<file path="config.mk">
export PLATFORM = sky130hd
export DESIGN_NAME = fetch_unit_flat
export DESIGN_NICKNAME = d
export VERILOG_FILES = /design/src/rtl/fetch_unit_pkg.sv /design/src/rtl/fetch_unit_if.sv /design/src/rtl/fetch_unit.sv /design/src/flat_wrapper.sv
export SDC_FILE = /design/constraint.sdc
export NUM_CORES = 1
export LEC_CHECK = 0
export BUFFER_PORTS_ARGS = -buffer_cell sky130_fd_sc_hd__buf_2
export CAP_MARGIN = 15
export CORE_UTILIZATION = 45
export DETAILED_ROUTE_END_ITERATION = 10
export GPL_TIMING_DRIVEN = 0
export PLACE_DENSITY = 0.75
export SLEW_MARGIN = 20
export SYNTH_ARGS = -nofsm -noshare
export SYNTH_HDL_FRONTEND = slang
export SYNTH_SLANG_ARGS = --single-unit
</file>
<file path="constraint.sdc">
create_clock -name clk -period 2.12 [get_ports clk]
set_input_delay 0.318 -clock clk [delete_from_list [all_inputs] [get_ports clk]]
set_output_delay 0.318 -clock clk [all_outputs]
set_load 0.05 [all_outputs]
</file>
<file path="src/rtl/fetch_unit_pkg.sv">
// Shared definitions for the instruction fetch stage: FSM encoding and boot constants.
package fetch_unit_pkg;

    typedef enum logic [2:0] {
        IDLE = 3'd0,
        REQ  = 3'd1,
        WAIT = 3'd2,
        HOLD = 3'd3,
        HALT = 3'd4
    } fetch_state_t;

    localparam logic [31:0] NOP_INSTR        = 32'h0000_0013;
    localparam logic [31:0] DEFAULT_RESET_PC = 32'h0000_0000;

    function automatic logic is_word_aligned(input logic [31:0] addr);
        return (addr[1:0] == 2'b00);
    endfunction

endpackage

</file>
<file path="src/rtl/fetch_unit_if.sv">
// Instruction-memory port: valid/ready request channel plus a valid-only response channel.
interface fetch_unit_if;

    logic        req_valid;
    logic [31:0] req_addr;
    logic        req_ready;
    logic        rsp_valid;
    logic [31:0] rsp_data;

    modport master (
        output req_valid,
        output req_addr,
        input  req_ready,
        input  rsp_valid,
        input  rsp_data
    );

    modport slave (
        input  req_valid,
        input  req_addr,
        output req_ready,
        output rsp_valid,
        output rsp_data
    );

endinterface

</file>
<file path="src/rtl/fetch_unit.sv">
// Fetch stage: owns the PC, issues one imem read at a time and holds the fetched
// instruction for decode until it is consumed, then steps or redirects the PC.
module fetch_unit
    import fetch_unit_pkg::*;
#(
    parameter logic [31:0] RESET_PC = DEFAULT_RESET_PC
) (
    input  logic               clk,
    input  logic               rst_n,
    fetch_unit_if.master       imem,
    output logic [31:0]        o_instr,
    output logic [31:0]        o_instr_pc,
    output logic [31:0]        o_instr_pc_plus4,
    output logic               o_instr_valid,
    input  logic               i_instr_ready,
    input  logic               i_pc_source,
    input  logic [31:0]        i_pc_target,
    output logic               o_fetch_misaligned
);

    fetch_state_t r_state;
    fetch_state_t w_state_next;

    logic [31:0] r_pc;
    logic [31:0] r_instr;
    logic [31:0] r_instr_pc;
    logic        r_misaligned;

    logic [31:0] w_pc_next;
    logic        w_next_aligned;
    logic        w_latch;
    logic        w_consume;

    assign w_pc_next      = i_pc_source ? i_pc_target : (r_pc + 32'd4);
    assign w_next_aligned = is_word_aligned(w_pc_next);

    always_ff @(posedge clk or negedge rst_n) begin
        if (!rst_n) begin
            r_state <= IDLE;
        end else begin
            r_state <= w_state_next;
        end
    end

    always_comb begin
        w_state_next   = r_state;
        imem.req_valid = 1'b0;
        o_instr_valid  = 1'b0;
        w_latch        = 1'b0;
        w_consume      = 1'b0;
        case (r_state)
            IDLE: w_state_next = REQ;
            REQ: begin
                imem.req_valid = 1'b1;
                if (imem.req_ready) w_state_next = WAIT;
            end
            WAIT: begin
                if (imem.rsp_valid) begin
                    w_latch      = 1'b1;
                    w_state_next = HOLD;
                end
            end
            HOLD: begin
                o_instr_valid = 1'b1;
                if (i_instr_ready) begin
                    w_consume    = 1'b1;
                    w_state_next = w_next_aligned ? REQ : HALT;
                end
            end
            HALT: w_state_next = HALT;
            default: w_state_next = IDLE;
        endcase
    end

    // A misaligned redirect freezes the PC at the offending instruction for post-mortem.
    always_ff @(posedge clk or negedge rst_n) begin
        if (!rst_n) begin
            r_pc         <= RESET_PC;
            r_instr      <= NOP_INSTR;
            r_instr_pc   <= RESET_PC;
            r_misaligned <= 1'b0;
        end else begin
            if (w_latch) begin
                r_instr    <= imem.rsp_data;
                r_instr_pc <= r_pc;
            end
            if (w_consume) begin
                if (w_next_aligned) r_pc <= w_pc_next;
                else                r_misaligned <= 1'b1;
            end
        end
    end

    assign imem.req_addr        = r_pc;
    assign o_instr              = r_instr;
    assign o_instr_pc           = r_instr_pc;
    assign o_instr_pc_plus4     = r_instr_pc + 32'd4;
    assign o_fetch_misaligned   = r_misaligned;

endmodule
</file>
<file path="src/flat_wrapper.sv">
// flat-port wrapper written by rule: the top's interface ports become plain ports
module fetch_unit_flat import fetch_unit_pkg::*;
#(
    parameter logic [31:0] RESET_PC = DEFAULT_RESET_PC
)
  (clk, rst_n, o_instr, o_instr_pc, o_instr_pc_plus4, o_instr_valid, i_instr_ready, i_pc_source, i_pc_target, o_fetch_misaligned, imem_req_valid, imem_req_addr, imem_req_ready, imem_rsp_valid, imem_rsp_data);
  fetch_unit_if imem_i ();
  input  logic clk;
  input  logic rst_n;
  output logic [31:0] o_instr;
  output logic [31:0] o_instr_pc;
  output logic [31:0] o_instr_pc_plus4;
  output logic o_instr_valid;
  input  logic i_instr_ready;
  input  logic i_pc_source;
  input  logic [31:0] i_pc_target;
  output logic o_fetch_misaligned;
  output wire logic [$bits(imem_i.req_valid)-1:0] imem_req_valid;
  output wire logic [$bits(imem_i.req_addr)-1:0] imem_req_addr;
  input wire logic [$bits(imem_i.req_ready)-1:0] imem_req_ready;
  input wire logic [$bits(imem_i.rsp_valid)-1:0] imem_rsp_valid;
  input wire logic [$bits(imem_i.rsp_data)-1:0] imem_rsp_data;
  assign imem_req_valid = imem_i.req_valid;
  assign imem_req_addr = imem_i.req_addr;
  assign imem_i.req_ready = imem_req_ready;
  assign imem_i.rsp_valid = imem_rsp_valid;
  assign imem_i.rsp_data = imem_rsp_data;
  fetch_unit #(.RESET_PC(RESET_PC)) u_core (.clk(clk), .rst_n(rst_n), .imem(imem_i), .o_instr(o_instr), .o_instr_pc(o_instr_pc), .o_instr_pc_plus4(o_instr_pc_plus4), .o_instr_valid(o_instr_valid), .i_instr_ready(i_instr_ready), .i_pc_source(i_pc_source), .i_pc_target(i_pc_target), .o_fetch_misaligned(o_fetch_misaligned));
endmodule
</file>
# Yosys cells after proc, flatten, opt, wreduce, memory -nomap -nowiden
# Cells that the tools add are included.
dict set report op_classes {
  n_addsub 2
  mul 0
  n_div 0
  n_lt_le_gt_ge 0
  n_eq_ne 7
  n_shift 0
  mux 12
  n_bitwise 1
  n_reduce_logical 5
}
# op count
set ops {}
lappend ops {{$add 32x3->32 const B} 2}
lappend ops {{$mux 32} 1}
lappend ops {{$pmux 3 s5} 1}
lappend ops {{$mux 3} 4}
lappend ops {{$eq 3x2->1 const B} 2}
lappend ops {{$mux 1} 6}
lappend ops {{$ne 2x2->1 const B} 3}
lappend ops {{$reduce_and 2->1} 2}
lappend ops {{$eq 3x1->1 const B} 1}
lappend ops {{$eq 3x3->1 const B} 1}
lappend ops {{$logic_not 3->1} 1}
lappend ops {{$reduce_and 3->1} 1}
lappend ops {{$logic_not 2->1} 1}
lappend ops {{$not 1->1} 1}
dict set report totals {
  regBits 100
  latch_bits 0
  ramBits 0
  romBits 0
  output_inout_bits 131
  word_cells 32
  memories 0
}

# Depth between registers and ports, before layout
# Gate-level depths: netlist (run 1).
dict set report logic_depth {
  ltp_word 6
  ltp_mapped 8
}

# Worst setup path before layout (run 1)
# Ideal clock, no wire load.
dict set report synth_path {
  path_type {register -> output}
  startpoint {register u_core.r_instr_pc[3], in the netlist u_core.o_instr_pc[3]}
  endpoint {output port o_instr_pc_plus4[20]}
  arrival_ps 2553
  t_required_ps 1802
  path_slack_ps -751
  path_stages_with_launch 7
  path_buffers 0
  path_cell_list {dfrtp_1 ha_1 and2_1 nand4_1 nor2_1 nand4_1 xnor2_1}
}
dict set report synth_via {
  elab_chain_len 1
}
# item line
set synth_lines {}
lappend synth_lines {{start: declaration} fetch_unit.sv:26} ;# logic [31:0] r_instr_pc;
lappend synth_lines {{start signal: assignment} fetch_unit.sv:85} ;# r_instr_pc <= r_pc;
lappend synth_lines {{$add 32x3->32} fetch_unit.sv:97} ;# assign o_instr_pc_plus4 = r_instr_pc + 32'd4;
lappend synth_lines {{end: declaration} flat_wrapper.sv:12} ;# output logic [31:0] o_instr_pc_plus4;
# No other way between the ends.

# Worst setup path after layout (run 1)
dict set report layout_path {
  startpoint {register u_core.r_instr_pc[2], in the netlist u_core.o_instr_pc[2]}
  endpoint {output port o_instr_pc_plus4[30]}
}
# Same word-level chain as after synthesis.

==> impl_metrics.json, run 1 <==
{
  "finalCritPeriodShare_pct": 116,
  "drc_errors": 0,
  "clk_pin_slew_ns": 0.07,
  "leakage_nw": 3.32,
  "layoutNonFillerInstCount": 855,
  "violations": "setup timing",
  "grt_pass1_wl_um": 22800,
  "clock_sinks": 100,
  "netlist_area_um2": 5150,
  "antenna_found_initial": 0,
  "grt.total_usage_pct": 25.2,
  "critical_path_required_ns": 1.80,
  "core-area_um2": 11000,
  "drt_iter0_markers": 265,
  "most-common-layout-cells": "buf_2, dfrtp_1, mux2_2, nand2_1, buf_4",
  "critPathSlowestCell": "dfrtp_2",
  "synth.lib_cells_used.distinct": 52,
  "die_w_um": 109,
  "p_sw_share_pct": 52.4,
  "final_common_cell": "buf_2",
  "drv_cap": 0,
  "p_switching_mw": 7.06,
  "die-area_um2": 11900,
  "status": "finished, violations left",
  "seq_area_frac_synth_pct": 48.7,
  "initial_core_util_pct": 46.9,
  "cts_buffer_depth": 2,
  "die_y_um": 109,
  "worst_slack_ns": -0.344,
  "root_buffer": "clkbuf_16",
  "slew_headroom_pct": 66.8,
  "cts_made_buffers": 9,
  "cts_tree": "done",
  "finalSetupViolCount": 17,
  "hold_viol": 0,
  "clkLatencyLatePin_ns": 0.34,
  "final_nets": 781,
  "power_density_nw_per_um2": 1790,
  "final_util_pct": 68.4,
  "max_freq_ghz": 0.406,
  "path_delay_family": "simple AND/OR/NAND/NOR gates",
  "drt.antenna.violating_nets": 0,
  "port_buffers": 200,
  "syn_inst": 472,
  "wirelength_um": 14800,
  "syn_nets": 544,
  "gp_congestion": 0.823,
  "holdCritPathClass": "primary input to flip-flop",
  "clockPowerShare_pct": 13.7,
  "max_stage_delay_ns": 0.41,
  "grt_pass1_vias": 4442,
  "vias_per_cell": 5.47,
  "yosys_warnings": 0,
  "nFillCells": 818,
  "end_kind": "output port",
  "combPwrFrac_pct": 60.4,
  "synth-seq-cells": 100,
  "wire_per_inst_um": 17.3,
  "cp_common_cell": "nand4_1",
  "final.setup_skew_ns": 0.00925,
  "period_minus_slack_ns": 2.46,
  "grt_max_degree": 76,
  "seqPwrFrac_pct": 25.9,
  "rows": 38,
  "cp_max_fo": 6,
  "place_inst": 813,
  "drv_slew": 0,
  "grt_setup_unrepaired": "true",
  "io_pins": 201,
  "worstMarginPinSlew_ns": 0.496,
  "vias": 4674,
  "path_class": "flip-flop to output port",
  "ir_drop_uv": 1260,
  "firstDrtPassIters": 5,
  "cp_num_buf_inv": 1,
  "h-tree-depth": 3,
  "path_cells": "ha_4, and2_4, nand4_1, nor2_4, nand4_1, xnor2_4, buf_6",
  "dp_hpwl_um": 10700,
  "cp.arrival_ns": 2.15,
  "syn2layout_area_growth_pct": 46.1,
  "gr-total-overflow": 0,
  "worstSetupStartpointType": "flip-flop",
  "drive_gt1_share_pct": 56.9,
  "intPower_mw": 6.42,
  "avgSynthCellArea_um2": 10.9
}
-- metrics by stage --
step | total power, mW | hold slack (ns) | setup slack [ns] | setup TNS [ns] | area (um2)
floorplan | 9.32 | 0.0224 | -0.167 | -1.33 | 5530
global placement | 10.8 | 0.453 | -0.613 | -33.98 | 6700
detailed placement | 11.0 | 0.198 | -0.288 | -2.60 | 6740
CTS | 13.3 | 0.193 | -0.378 | -3.90 | 7350
global route | 14.1 | 0.195 | -0.433 | -5.14 | 7510
finish | 13.5 | 0.203 | -0.344 | -3.65 | 7520
-- power by group through the flow --
stage / clock (mW) / sequential (mW) / combinational [mW]
6_report: 1.85 / 3.49 / 8.14
5_1_grt: 1.94 / 3.60 / 8.56
3_3_place_gp: 0 / 3.52 / 7.29
2_1_floorplan: 0 / 5.84 / 3.48
4_1_cts: 1.87 / 3.52 / 7.87
3_5_place_dp: 0 / 3.58 / 7.42
-- cells in the mapped netlist, drive strengths merged --
cell type,count,share of area (%)
nor4b,2,0.46
nor4,7,1.1
and4bb,1,0.24
a41o,1,0.19
nor2b,1,0.12
and2,5,0.61
a21o,1,0.15
inv,8,0.58
xor2,5,0.85
and4b,1,0.19
nor3,14,1.5
and3,8,0.97
mux2,62,14
mux2i,15,2.9
xnor2,23,3.9
a211oi,1,0.15
or3,3,0.36
a221o,10,1.9
nand3,18,1.8
nand4b,1,0.17
a21oi,20,2.0
buf,20,2.0
nand3b,2,0.29
nor3b,3,0.53
dfstp,3,1.5
a22oi,15,2.2
clkbuf,5,0.39
or3b,1,0.17
or2,1,0.12
ha,2,0.49
dfrtp,97,47
nor2,24,1.8
nand2b,3,0.36
o21ai,26,2.6
or4,6,0.88
nand4,14,1.9
and4,5,0.90
o22ai,3,0.36
nand2,35,2.6
-- worst reg2reg max path: stages (launching register included) --
cell and delay [ns]:
dfrtp_1 0.35, buf_2 0.16, and4bb_2 0.32, buf_2 0.31, buf_2 0.36, mux2_2 0.38
-- metal layers --
| layer | vias to the layer above | part of all wire, % | track usage, % |
|---|---|---|---|
| met5 | - | 0 | 0 |
| li1 | 2213 | - | - |
| met2 | 191 | 49 | 41.0 |
| met4 | 0 | 1.1 | 7.34 |
| met3 | 11 | 7.4 | 6.58 |
| met1 | 2259 | 42 | 33.1 |
-- registers in the layout, summed over array words and instances, names as in the netlist --
signal and count:
u_core.imem.req_addr 32, u_core.o_instr 32, u_core.o_instr_pc 32, u_core.r_state 3, u_core.o_fetch_misaligned 1
-- area by class of cell --
| class | count | area [um2] | area share, % |
|---|---|---|---|
| repair buffers | 226 | 1370 | 18.2 |
| plain buffers | 25 | 126 | 1.68 |
| clock inverters | 3 | 67.6 | 0.899 |
| multi-input cells | 339 | 2940 | 39.2 |
| flip-flops and latches | 100 | 2540 | 33.7 |
| well taps | 140 | 175 | 2.33 |
| diodes | 1 | 2.50 | 0.0333 |
| clock buffers | 13 | 270 | 3.60 |
| inverters | 8 | 30.0 | 0.399 |
-- path summary, 6_finish.rpt --
path,startpoint,endpoint,slack [ns],cells past startpoint
min in group asynchronous,rst_n,u_core.o_instr_pc[8]$_DFFE_PN0P_,0.41,2
worst max-delay path,u_core.o_instr_pc[2]$_DFFE_PN0P_,o_instr_pc_plus4[30],-0.34,7
worst min register to register,u_core.o_fetch_misaligned$_DFFE_PN0P_,u_core.o_fetch_misaligned$_DFFE_PN0P_,0.47,1
worst max register to register,u_core.r_state[0]$_DFFE_PN0P_,u_core.o_instr_pc[26]$_DFFE_PN0P_,0.11,5
max in group asynchronous,rst_n,u_core.o_instr[4]$_DFFE_PN1P_,1.01,3
worst min-delay path,i_pc_target[4],u_core.imem.req_addr[4]$_DFFE_PN0P_,0.20,2
-- cells by family after synthesis --
| kind of cell | count (synthesis) | synth area share [%] |
|---|---|---|
| AND/OR/NAND/NOR | 155 | 17.0 |
| buffers and inverters | 33 | 2.97 |
| flip-flops | 100 | 48.7 |
| multiplexers | 77 | 16.5 |
| adder cells (fa/ha/maj) | 2 | 0.486 |
| AO/OA/AOI/OAI | 77 | 9.60 |
| XOR/XNOR | 28 | 4.77 |
-- what timing repair did --
| action | 4_1_cts | 5_1_grt |
|---|---|---|
| hold endpoints to repair | 25 | 0 |
| hold buffers | 1 | 0 |
| setup buffers | 17 | 13 |
| cloned | 0 | 0 |
| pin swaps | 11 | 8 |
| gates resized for setup | 43 | 26 |
| setup endpoints to repair | 18 | 39 |
No activity file was read; power rests on OpenSTA's default activity.
==> inputs of run 2 (changes only) <==
--- a/config.mk
+++ b/config.mk
@@ -11,6 +11,7 @@
 export DETAILED_ROUTE_END_ITERATION = 10
 export GPL_TIMING_DRIVEN = 0
 export PLACE_DENSITY = 0.75
+export SKIP_CTS_REPAIR_TIMING = 1
 export SLEW_MARGIN = 20
 export SYNTH_ARGS = -nofsm -noshare
 export SYNTH_HDL_FRONTEND = slang
==> run 2 against run 1 <==
  * The run still ends with setup timing left
  * Non-clock buffer count decreased by 4
  * Utilization decreased by 0.91 points
  * Sequential cell count unchanged
  * Design area decreased by 1.3%
  * Wire length decreased by 1.7%
  * Global-route usage decreased by 0.65 points
  * Worst setup slack got worse by 0.019 ns
  * Sequential share of layout area increased by 0.47 points
  * Maximum frequency decreased by 0.75%
  * Combinational power decreased by 2%
  * Via count increased by 0.15%
  * Count of clock-buffer cells in the layout unchanged
  * Critical path type unchanged
  * Largest cell class unchanged
==> impl_metrics.json, run 2 (synthesis gave the netlist of run 1 again) <==
{
  "grt_pass1_vias": 4332,
  "cts_tree": "done",
  "root_buffer": "clkbuf_16",
  "fin_tns_setup_ns": -3.94,
  "wire_per_inst_um": 17.1,
  "syn2layout_area_growth_pct": 44.1,
  "worstMarginPinSlew_ns": 0.497,
  "max_freq_ghz": 0.403,
  "die_w_um": 109,
  "violations": "setup timing",
  "drive_gt1_share_pct": 55.9,
  "io_pins": 201,
  "critical_path_required_ns": 1.80,
  "finalCritPeriodShare_pct": 117,
  "power_density_nw_per_um2": 1800,
  "power.total_mw": 13.3,
  "die-area_um2": 11900,
  "drt_iter0_markers": 252,
  "grt_setup_unrepaired": "true",
  "worstSetupStartpointType": "flip-flop",
  "clk_pin_slew_ns": 0.07,
  "h-tree-depth": 3,
  "drc_errors": 0,
  "holdWs_ns": 0.203,
  "hold_path.startpoint": "i_pc_target[4]",
  "vias": 4681,
  "leakage_nw": 3.28,
  "die_y_um": 109,
  "clock_sinks": 100,
  "final_nets": 777,
  "path_delay_family": "simple AND/OR/NAND/NOR gates",
  "gp_congestion": 0.823,
  "most-common-layout-cells": "buf_2, dfrtp_1, mux2_2, nand2_1, buf_4",
  "clockPowerShare_pct": 13.8,
  "gr-total-overflow": 0,
  "critPathSlowestCell": "dfrtp_2",
  "status": "finished, violations left",
  "final.setup_skew_ns": 0.00859,
  "vias_per_cell": 5.50,
  "rr_endpoint": "u_core.o_instr_pc[26]$_DFFE_PN0P_",
  "core-area_um2": 11000,
  "worst_slack_ns": -0.362,
  "cp.arrival_ns": 2.16,
  "drv_slew": 0,
  "max_stage_delay_ns": 0.40,
  "clkLatencyLatePin_ns": 0.34,
  "hold_depth": 2,
  "ir_drop_uv": 1250,
  "cp_num_buf_inv": 1,
  "holdCritPathClass": "primary input to flip-flop",
  "wirelength_um": 14600,
  "p_switching_mw": 6.98,
  "period_minus_slack_ns": 2.48,
  "port_buffers": 200,
  "hold_viol": 0,
  "path_class": "flip-flop to output port",
  "cts_made_buffers": 9,
  "grt_max_degree": 76,
  "path_cells": "ha_4, and2_4, nand4_1, nor2_4, nand4_1, xnor2_4, buf_6",
  "final_common_cell": "buf_2",
  "hold_end": "u_core.imem.req_addr[4]$_DFFE_PN0P_",
  "drv_cap": 0,
  "reg2regPathDepth": 5,
  "worst-r2r-setup-slack_ns": 0.11,
  "dp_hpwl_um": 10700,
  "rows": 38,
  "p_sw_share_pct": 52.4,
  "drt.antenna.violating_nets": 0,
  "initial_core_util_pct": 46.9,
  "r2r-start": "u_core.r_state[0]$_DFFE_PN0P_",
  "grt_pass1_wl_um": 22200,
  "seqPwrFrac_pct": 26.4,
  "cp_common_cell": "nand4_1",
  "cts_buffer_depth": 2,
  "antenna_found_initial": 0,
  "intPower_mw": 6.33,
  "end_kind": "output port",
  "combPwrFrac_pct": 59.8,
  "cp_max_fo": 7,
  "grt.total_usage_pct": 24.6,
  "firstDrtPassIters": 5,
  "slew_headroom_pct": 66.7,
  "finalSetupViolCount": 16
}
## run 2: cell count changes in the layout (fill, tap and decap cells not counted), moves of 2 or more
| cell | before | now |
|---|---|---|
| nand3_2 | 5 | 2 |
| buf_6 | 21 | 14 |
| nand3_1 | 13 | 16 |
| nand2_1 | 30 | 32 |
## run 2: worst reg2reg max path, delay by kind of cell (launching register included)
| kind | cells | cell delay [ns] |
|---|---|---|
| buf+inv | 3 | 0.84 |
| simple gates | 1 | 0.32 |
| mux | 1 | 0.38 |
| flops | 1 | 0.35 |
## run 2: how the worst max path moves through the flow
stage / cells after the start / startpoint / end / slack (ns)
CTS: 6 / u_core.o_instr_pc[4]$_DFFE_PN0P_ / o_instr_pc_plus4[31] / -0.67
global route: 6 / u_core.o_instr_pc[18]$_DFFE_PN0P_ / o_instr_pc_plus4[30] / -0.49
finish: 7 / u_core.o_instr_pc[3]$_DFFE_PN0P_ / o_instr_pc_plus4[30] / -0.36
detailed placement: 6 / u_core.o_instr_pc[4]$_DFFE_PN0P_ / o_instr_pc_plus4[31] / -0.29
global placement: 1 / rst_n / u_core.o_instr_pc[19]$_DFFE_PN0P_ / -0.61
floorplan: 6 / u_core.o_instr_pc[3]$_DFFE_PN0P_ / o_instr_pc_plus4[30] / -0.17
## run 2: through the flow
stage | std cells | cell area [um2] | utilization [%] | setup slack, ns
CTS | 829 | 7070 | 64.4 | -0.669
finish | 851 | 7420 | 67.5 | -0.362
floorplan | 472 | 5530 | - | -0.167
global route | 850 | 7410 | 67.5 | -0.489
global placement | 812 | 6700 | 61.0 | -0.613
detailed placement | 813 | 6740 | 61.3 | -0.288
## run 2: area by class of cell
class | count | area (um2)
Antenna cell | 1 | 2.50
Buffer | 25 | 126
Clock buffer | 13 | 270
Clock inverter | 3 | 67.6
Fill cell | 829 | 3570
Inverter | 8 | 30.0
Multi-Input combinational cell | 339 | 2900
Sequential cell | 100 | 2540
Tap cell | 140 | 175
Timing Repair Buffer | 222 | 1310
## run 2: metal layers
layer  vias up  share of wire, %  wire, um  track usage [%]
met1      2262                42      6180             32.4
li1       2205                 -         -                -
met4         0               1.3       194             7.72
met5         -                 0         0                0
met3        12               8.0      1160             6.69
met2       202                48      7020             39.2
## run 2: power by group through the flow
stage	Clock [mW]	Combinational, mW	Sequential [mW]
5_1_grt	1.94	8.38	3.62
3_3_place_gp	0	7.29	3.52
2_1_floorplan	0	3.48	5.84
6_report	1.84	7.96	3.51
4_1_cts	1.87	7.44	3.55
3_5_place_dp	0	7.42	3.58
